===== src/rtl/sync_fifo_buf.sv =====
`default_nettype none
// ============================================================================
// Module      : sync_fifo_buf
// Description : Single-clock FIFO with registered read data and registered
//               status flags (full / empty / almost_full / almost_empty),
//               plus one-cycle overflow / underflow error pulses and a
//               synchronous flush. Storage is a DEPTH x DATA_WIDTH array
//               that is never reset; only pointers, count and outputs are.
// Revision    : 1.0 - initial release
// ----------------------------------------------------------------------------
// Ports
//   wclk         in   1            clock, all state changes on rising edge
//   wrst_n       in   1            asynchronous active-low reset
//   flush        in   1            synchronous clear of pointers and count
//   wr_en        in   1            write request
//   wdata        in   DATA_WIDTH   write data
//   rd_en        in   1            read request
//   rdata        out  DATA_WIDTH   registered read data (holds when idle)
//   rd_valid     out  1            rdata carries a word popped last edge
//   full         out  1            count == DEPTH
//   empty        out  1            count == 0
//   almost_full  out  1            count >= AF_LEVEL
//   almost_empty out  1            count <= AE_LEVEL
//   count        out  ADDR_WIDTH+1 stored words, 0..DEPTH
//   overflow     out  1            pulse: write attempted while full
//   underflow    out  1            pulse: read attempted while empty
// ============================================================================
module sync_fifo_buf #(
  parameter int DATA_WIDTH = 8,
  parameter int ADDR_WIDTH = 3,
  parameter int AF_LEVEL   = 6,
  parameter int AE_LEVEL   = 2
) (
  input  logic                  wclk,
  input  logic                  wrst_n,
  input  logic                  flush,
  input  logic                  wr_en,
  input  logic [DATA_WIDTH-1:0] wdata,
  input  logic                  rd_en,
  output logic [DATA_WIDTH-1:0] rdata,
  output logic                  rd_valid,
  output logic                  full,
  output logic                  empty,
  output logic                  almost_full,
  output logic                  almost_empty,
  output logic [ADDR_WIDTH:0]   count,
  output logic                  overflow,
  output logic                  underflow
);

  localparam int                DEPTH     = 2 ** ADDR_WIDTH;
  localparam logic [ADDR_WIDTH:0] DEPTH_CNT = (ADDR_WIDTH + 1)'(DEPTH);
  localparam logic [ADDR_WIDTH:0] AF_CNT    = (ADDR_WIDTH + 1)'(AF_LEVEL);
  localparam logic [ADDR_WIDTH:0] AE_CNT    = (ADDR_WIDTH + 1)'(AE_LEVEL);
  localparam logic [ADDR_WIDTH:0] CNT_ONE   = (ADDR_WIDTH + 1)'(1);
  localparam logic [ADDR_WIDTH-1:0] PTR_ONE = ADDR_WIDTH'(1);
  // almost_full out of reset: only a zero threshold makes an empty FIFO
  // "almost full"; almost_empty is always true at count 0.
  localparam logic                AF_RST    = (AF_LEVEL == 0);

  // --------------------------------------------------------------------------
  // State
  // --------------------------------------------------------------------------
  logic [DATA_WIDTH-1:0] mem_q [DEPTH];

  logic [ADDR_WIDTH-1:0] wptr_q,  wptr_d;
  logic [ADDR_WIDTH-1:0] rptr_q,  rptr_d;
  logic [ADDR_WIDTH:0]   count_q, count_d;
  logic [DATA_WIDTH-1:0] rdata_q, rdata_d;
  logic                  rd_valid_q, rd_valid_d;
  logic                  full_q,  full_d;
  logic                  empty_q, empty_d;
  logic                  af_q,    af_d;
  logic                  ae_q,    ae_d;
  logic                  ovf_q,   ovf_d;
  logic                  udf_q,   udf_d;

  logic                  w_wr_acc;
  logic                  w_rd_acc;

  // --------------------------------------------------------------------------
  // Acceptance. Decisions use the registered flags, so a write to a full
  // FIFO is refused even when a read frees a slot on the same edge, and a
  // read from an empty FIFO is never satisfied by a same-cycle write.
  // --------------------------------------------------------------------------
  always_comb begin
    w_wr_acc = wr_en & ~full_q  & ~flush;
    w_rd_acc = rd_en & ~empty_q & ~flush;
  end

  // --------------------------------------------------------------------------
  // Next-state
  // --------------------------------------------------------------------------
  always_comb begin
    wptr_d     = wptr_q;
    rptr_d     = rptr_q;
    count_d    = count_q;
    rdata_d    = rdata_q;
    rd_valid_d = w_rd_acc;
    ovf_d      = wr_en & full_q  & ~flush;
    udf_d      = rd_en & empty_q & ~flush;

    if (flush) begin
      // rdata deliberately keeps its last value across a flush.
      wptr_d  = '0;
      rptr_d  = '0;
      count_d = '0;
    end else begin
      if (w_wr_acc) begin
        wptr_d = wptr_q + PTR_ONE;   // DEPTH is a power of two: wraps freely
      end
      if (w_rd_acc) begin
        rptr_d  = rptr_q + PTR_ONE;
        rdata_d = mem_q[rptr_q];
      end
      unique case ({w_wr_acc, w_rd_acc})
        2'b10:   count_d = count_q + CNT_ONE;
        2'b01:   count_d = count_q - CNT_ONE;
        default: count_d = count_q;
      endcase
    end

    // Flags are computed from the post-update count so they line up with
    // the count output in the same cycle.
    full_d  = (count_d == DEPTH_CNT);
    empty_d = (count_d == '0);
    af_d    = (count_d >= AF_CNT);
    ae_d    = (count_d <= AE_CNT);
  end

  // --------------------------------------------------------------------------
  // Control / status registers
  // --------------------------------------------------------------------------
  always_ff @(posedge wclk or negedge wrst_n) begin
    if (!wrst_n) begin
      wptr_q     <= '0;
      rptr_q     <= '0;
      count_q    <= '0;
      rdata_q    <= '0;
      rd_valid_q <= 1'b0;
      full_q     <= 1'b0;
      empty_q    <= 1'b1;
      af_q       <= AF_RST;
      ae_q       <= 1'b1;
      ovf_q      <= 1'b0;
      udf_q      <= 1'b0;
    end else begin
      wptr_q     <= wptr_d;
      rptr_q     <= rptr_d;
      count_q    <= count_d;
      rdata_q    <= rdata_d;
      rd_valid_q <= rd_valid_d;
      full_q     <= full_d;
      empty_q    <= empty_d;
      af_q       <= af_d;
      ae_q       <= ae_d;
      ovf_q      <= ovf_d;
      udf_q      <= udf_d;
    end
  end

  // --------------------------------------------------------------------------
  // Storage array: no reset, written only on an accepted write. A read and
  // write never target the same slot in one cycle (that would need count
  // to be both 0 and DEPTH), so no read/write collision handling is needed.
  // --------------------------------------------------------------------------
  always_ff @(posedge wclk) begin
    if (w_wr_acc) begin
      mem_q[wptr_q] <= wdata;
    end
  end

  // --------------------------------------------------------------------------
  // Outputs
  // --------------------------------------------------------------------------
  assign rdata        = rdata_q;
  assign rd_valid     = rd_valid_q;
  assign full         = full_q;
  assign empty        = empty_q;
  assign almost_full  = af_q;
  assign almost_empty = ae_q;
  assign count        = count_q;
  assign overflow     = ovf_q;
  assign underflow    = udf_q;

endmodule
`default_nettype wire


===== config.mk =====
export PLATFORM = sky130hd
export DESIGN_NAME = sync_fifo_buf
export DESIGN_NICKNAME = d
export VERILOG_FILES = /design/src/rtl/sync_fifo_buf.sv
export SDC_FILE = /design/constraint.sdc
export NUM_CORES = 1
export LEC_CHECK = 0
export CAP_MARGIN = 10
export CORE_ASPECT_RATIO = 1.25
export CORE_UTILIZATION = 35
export CTS_CLUSTER_DIAMETER = 50
export DETAILED_ROUTE_END_ITERATION = 8
export GPL_TIMING_DRIVEN = 1
export SYNTH_ARGS = -nofsm -noshare
export SYNTH_HDL_FRONTEND = slang
export SYNTH_SLANG_ARGS = --single-unit

===== constraint.sdc =====
create_clock -name wclk -period 6.6 [get_ports wclk]
set_clock_uncertainty 0.1 [all_clocks]
set_input_delay 1.98 -clock wclk [delete_from_list [all_inputs] [get_ports wclk]]
set_output_delay 1.98 -clock wclk [all_outputs]
set_load 0.01 [all_outputs]

==> out/qor.csv <==
stage,metric,value,unit
timing,# setup viols final,0,
logic_synthesis,Async SR Flop Fraction,0.2809,
logic_synthesis,Mapped Cells,223,
logic_synthesis,Mapped Avg Cell Area,16.44,um^2
hold_path,Hold EP,rdata[7],
cts,CTS max path bufs,2,
timing,Max Slew Vio Count,0,
floorplanning,core footprint,10160,um^2
logic_synthesis,top_reg_cell synth,edfxtp_1,
cts,htree depth,3,
setup_path,buffers plus inverters on the worst setup path,2,
timing,Tcrit/Tclk final,0.6958,
setup_path,reg2reg start,full,
setup_path,CP max-delay cell,clkdlybuf4s50_1,
setup_path,reg-to-reg critical path endpoint,almost_empty,
layout,fin util,0.4342,
layout,ant diodes,0,
placement,routability congestion estimate from global placement,0.7330,
logic_synthesis,sequential share of the synthesized area,0.6956,
logic_synthesis,area share of the largest cell type after synthesis,0.5242,
layout,fraction of layout cells with a size suffix above 1,0.1603,
cts,Clock Tree Root,clkbuf_16,
cts,TritonCTS buffer count,9,
global_routing,GR Util All Layers,0.1404,
floorplanning,num ports,32,
layout,"commonest non-fill, non-tap cell in the layout",edfxtp_1,
global_routing,initial antenna violation count,0,
timing,worst-margin pin slew,1.028,ns
cts,cts hold-fix bufs,0,
global_routing,vias in the first global route,1944,
cts,Setup Buffers After CTS,0,
timing,minimum clock period,4.592,ns
setup_path,"delay-heaviest family, CP",buffers and inverters,
floorplanning,Initial Util,0.3609,
global_routing,largest net degree at the start of global routing,26,
detailed_routing,Detailed Route WL,6885,um
hold_path,Hold WC Path Type,reg -> reg,
floorplanning,DIE AREA,10890,um^2
placement,Port Buffer Count,31,
logic_synthesis,syn nets,240,
detailed_routing,drt wl/cell,17.61,um
logic_synthesis,Post-synth EDFFs,64,
layout,"leading cell types in the layout, fill and taps excluded","edfxtp_1 (64), clkdlybuf4s50_1 (31), nor2_1 (23), dfrtp_1 (23), mux4_2 (16)",
run_status,outcome,finished clean,
placement,Placement Setup Slack,1.657,ns
run,# Max-Cap Violations,0,
timing,setup ws final,2.008,ns
hold_path,HP Start,rdata[7],
timing,TNS Setup,0,ns
floorplanning,Rows,41,
setup_path,Crit path depth,11,
placement,HPWL Detailed,4404,um
logic_synthesis,synth top area cells,"edfxtp_1 (52%), dfrtp_1 (16%), mux4_2 (9.8%)",
setup_path,CP startpoint kind,primary input,
setup_path,crit-path max cell delay,0.79,ns
setup_path,worst-path maximum fanout,25,
floorplanning,Die W,93.54,um
layout,# nets final,274,
setup_path,crit path cell chain,"clkdlybuf4s50_1, nor3b_4, buf_4, nand2_1, xnor2_1, ha_1, a21oi_1, nand4b_2, a21o_1, a31o_1, and2_1",
pwr,Power per Cell Area,309.2,nW/um^2
logic_synthesis,YS warnings,0,
timing,Final Hold Viols,0,
setup_path,Setup CP Type,in -> reg,
cts,post-CTS sizing,0,
setup_path,Worst Path Required,6.73,ns
logic_synthesis,cell area after synthesis,3666,um^2
setup_path,R2R depth,9,
detailed_routing,Routed Antenna Nets,0,
layout,Fill cells,912,
cts,CTS tree,built,
setup_path,CP endpoint kind,flop,
floorplanning,die height,116.4,um
timing,RSZ-0062 raised after global routing,false,
logic_synthesis,Yosys reg bits,89,
layout,Area Growth Syn to Fin,20.31,%
pwr,static leakage power,1.504,nW
pwr,VDD IR max,120.6,uV
timing,FMAX,217.8,MHz
detailed_routing,Detailed Routing Iterations Pass 1,4,
timing,worst relative slew slack,0.3123,
cts,clk slew on worst S/H paths,0.06,ns
logic_synthesis,synth unique cells,41,
detailed_routing,DRC violations left,0,
hold_path,WHS Path Cells,2,
logic_synthesis,"area leader, netlist",edfxtp_1,
global_routing,first-pass GRT wire length,10830,um
setup_path,"setup slack, reg-to-reg",4.04,ns
cts,# clock sinks,89,
setup_path,critical path arrival,4.72,ns
detailed_routing,via total after detailed routing,1965,
global_routing,residual overflow from global routing,0,
detailed_routing,first-iteration detailed-routing DRC count,84,
detailed_routing,Vias/cell,5.026,
cts,Worst-Skew Late Latency,0.34,ns
[stage by stage]
stage / hold WS [ns] / total power [mW] / instance area (um^2) / cells
5_1_grt: 0.4582 / 1.423 / 4410 / 391
3_3_place_gp: 0.4173 / 0.8713 / 4099 / 374
6_report: 0.4256 / 1.364 / 4410 / 391
3_5_place_dp: 0.4204 / 0.8743 / 4099 / 374
2_1_floorplan: 0.4183 / 0.7743 / 3666 / 223
4_1_cts: 0.4376 / 1.379 / 4395 / 390
[worst max-delay path by stage]
stage	to	startpoint
global route	full	flush
global placement	full	flush
finish	full	flush
detailed placement	full	flush
floorplan	almost_full	flush
CTS	full	flush
[tightest hold or removal path: cells and delay by family (launching register included)]
family / cells / cell delay [ns]
DFF: 1 / 0.34
and+or+nand+nor: 1 / 0.05
AOI/OAI and AO/OA: 1 / 0.10
[cells by family (layout without fill, tap and decap cells)]
group                    count (synthesis)  count (layout)  share of synthesized area
XOR/XNOR                                 5               5                    0.01195
buffers and inverters                   14              53                    0.01980
adder cells (fa/ha/maj)                  4               4                    0.01365
AO/OA/AOI/OAI                           28              28                    0.05359
AND/OR/NAND/NOR                         57              57                    0.07986
multiplexers                            26              26                     0.1256
flip-flops                              89              89                     0.6956
[registers in the layout, indices dropped and copies added (netlist names)]
signal,count
mem_q,64
rdata,8
count,4
rptr_q,3
wptr_q,3
almost_empty,1
almost_full,1
empty,1
full,1
overflow,1
rd_valid,1
underflow,1
[cell usage after synthesis, drive strengths merged, types with 2 or more instances]
cell type and count:
nand2b 6, buf 8, nand2 12, a21o 3, clkbuf 5, mux4 16, xnor2 3, nor2b 3
a211o 2, ha 4, xor2 2, a21oi 13, a31o 2, dfstp 2, nor3 2, edfxtp 64
and2 2, dfrtp 23, nor3b 3, mux2i 10, nor2 23
[area by class of cell]
cell class / count / area, um^2 / share of cell area
Sequential cell: 89 / 2550 / 0.5782
Multi-Input combinational cell: 120 / 1044 / 0.2366
Timing Repair Buffer: 36 / 355.3 / 0.08057
Clock buffer: 10 / 229.0 / 0.05191
Tap cell: 129 / 161.4 / 0.03660
Clock inverter: 6 / 67.56 / 0.01532
Inverter: 1 / 3.754 / 0.0008511
[power breakdown]
part	internal [mW]	switching [mW]	total (mW)
clock	0.295	0.210	0.505
combinational	0.105	0.0869	0.192
sequential	0.640	0.0262	0.667
total	1.04	0.323	1.36
[layer usage]
metal | share of wire | GRT usage
met5 | 0 | 0
met4 | 0.029 | 0.08821
met3 | 0.036 | 0.02474
met2 | 0.49 | 0.2250
met1 | 0.44 | 0.1775
(Power assumes the default switching activity.)
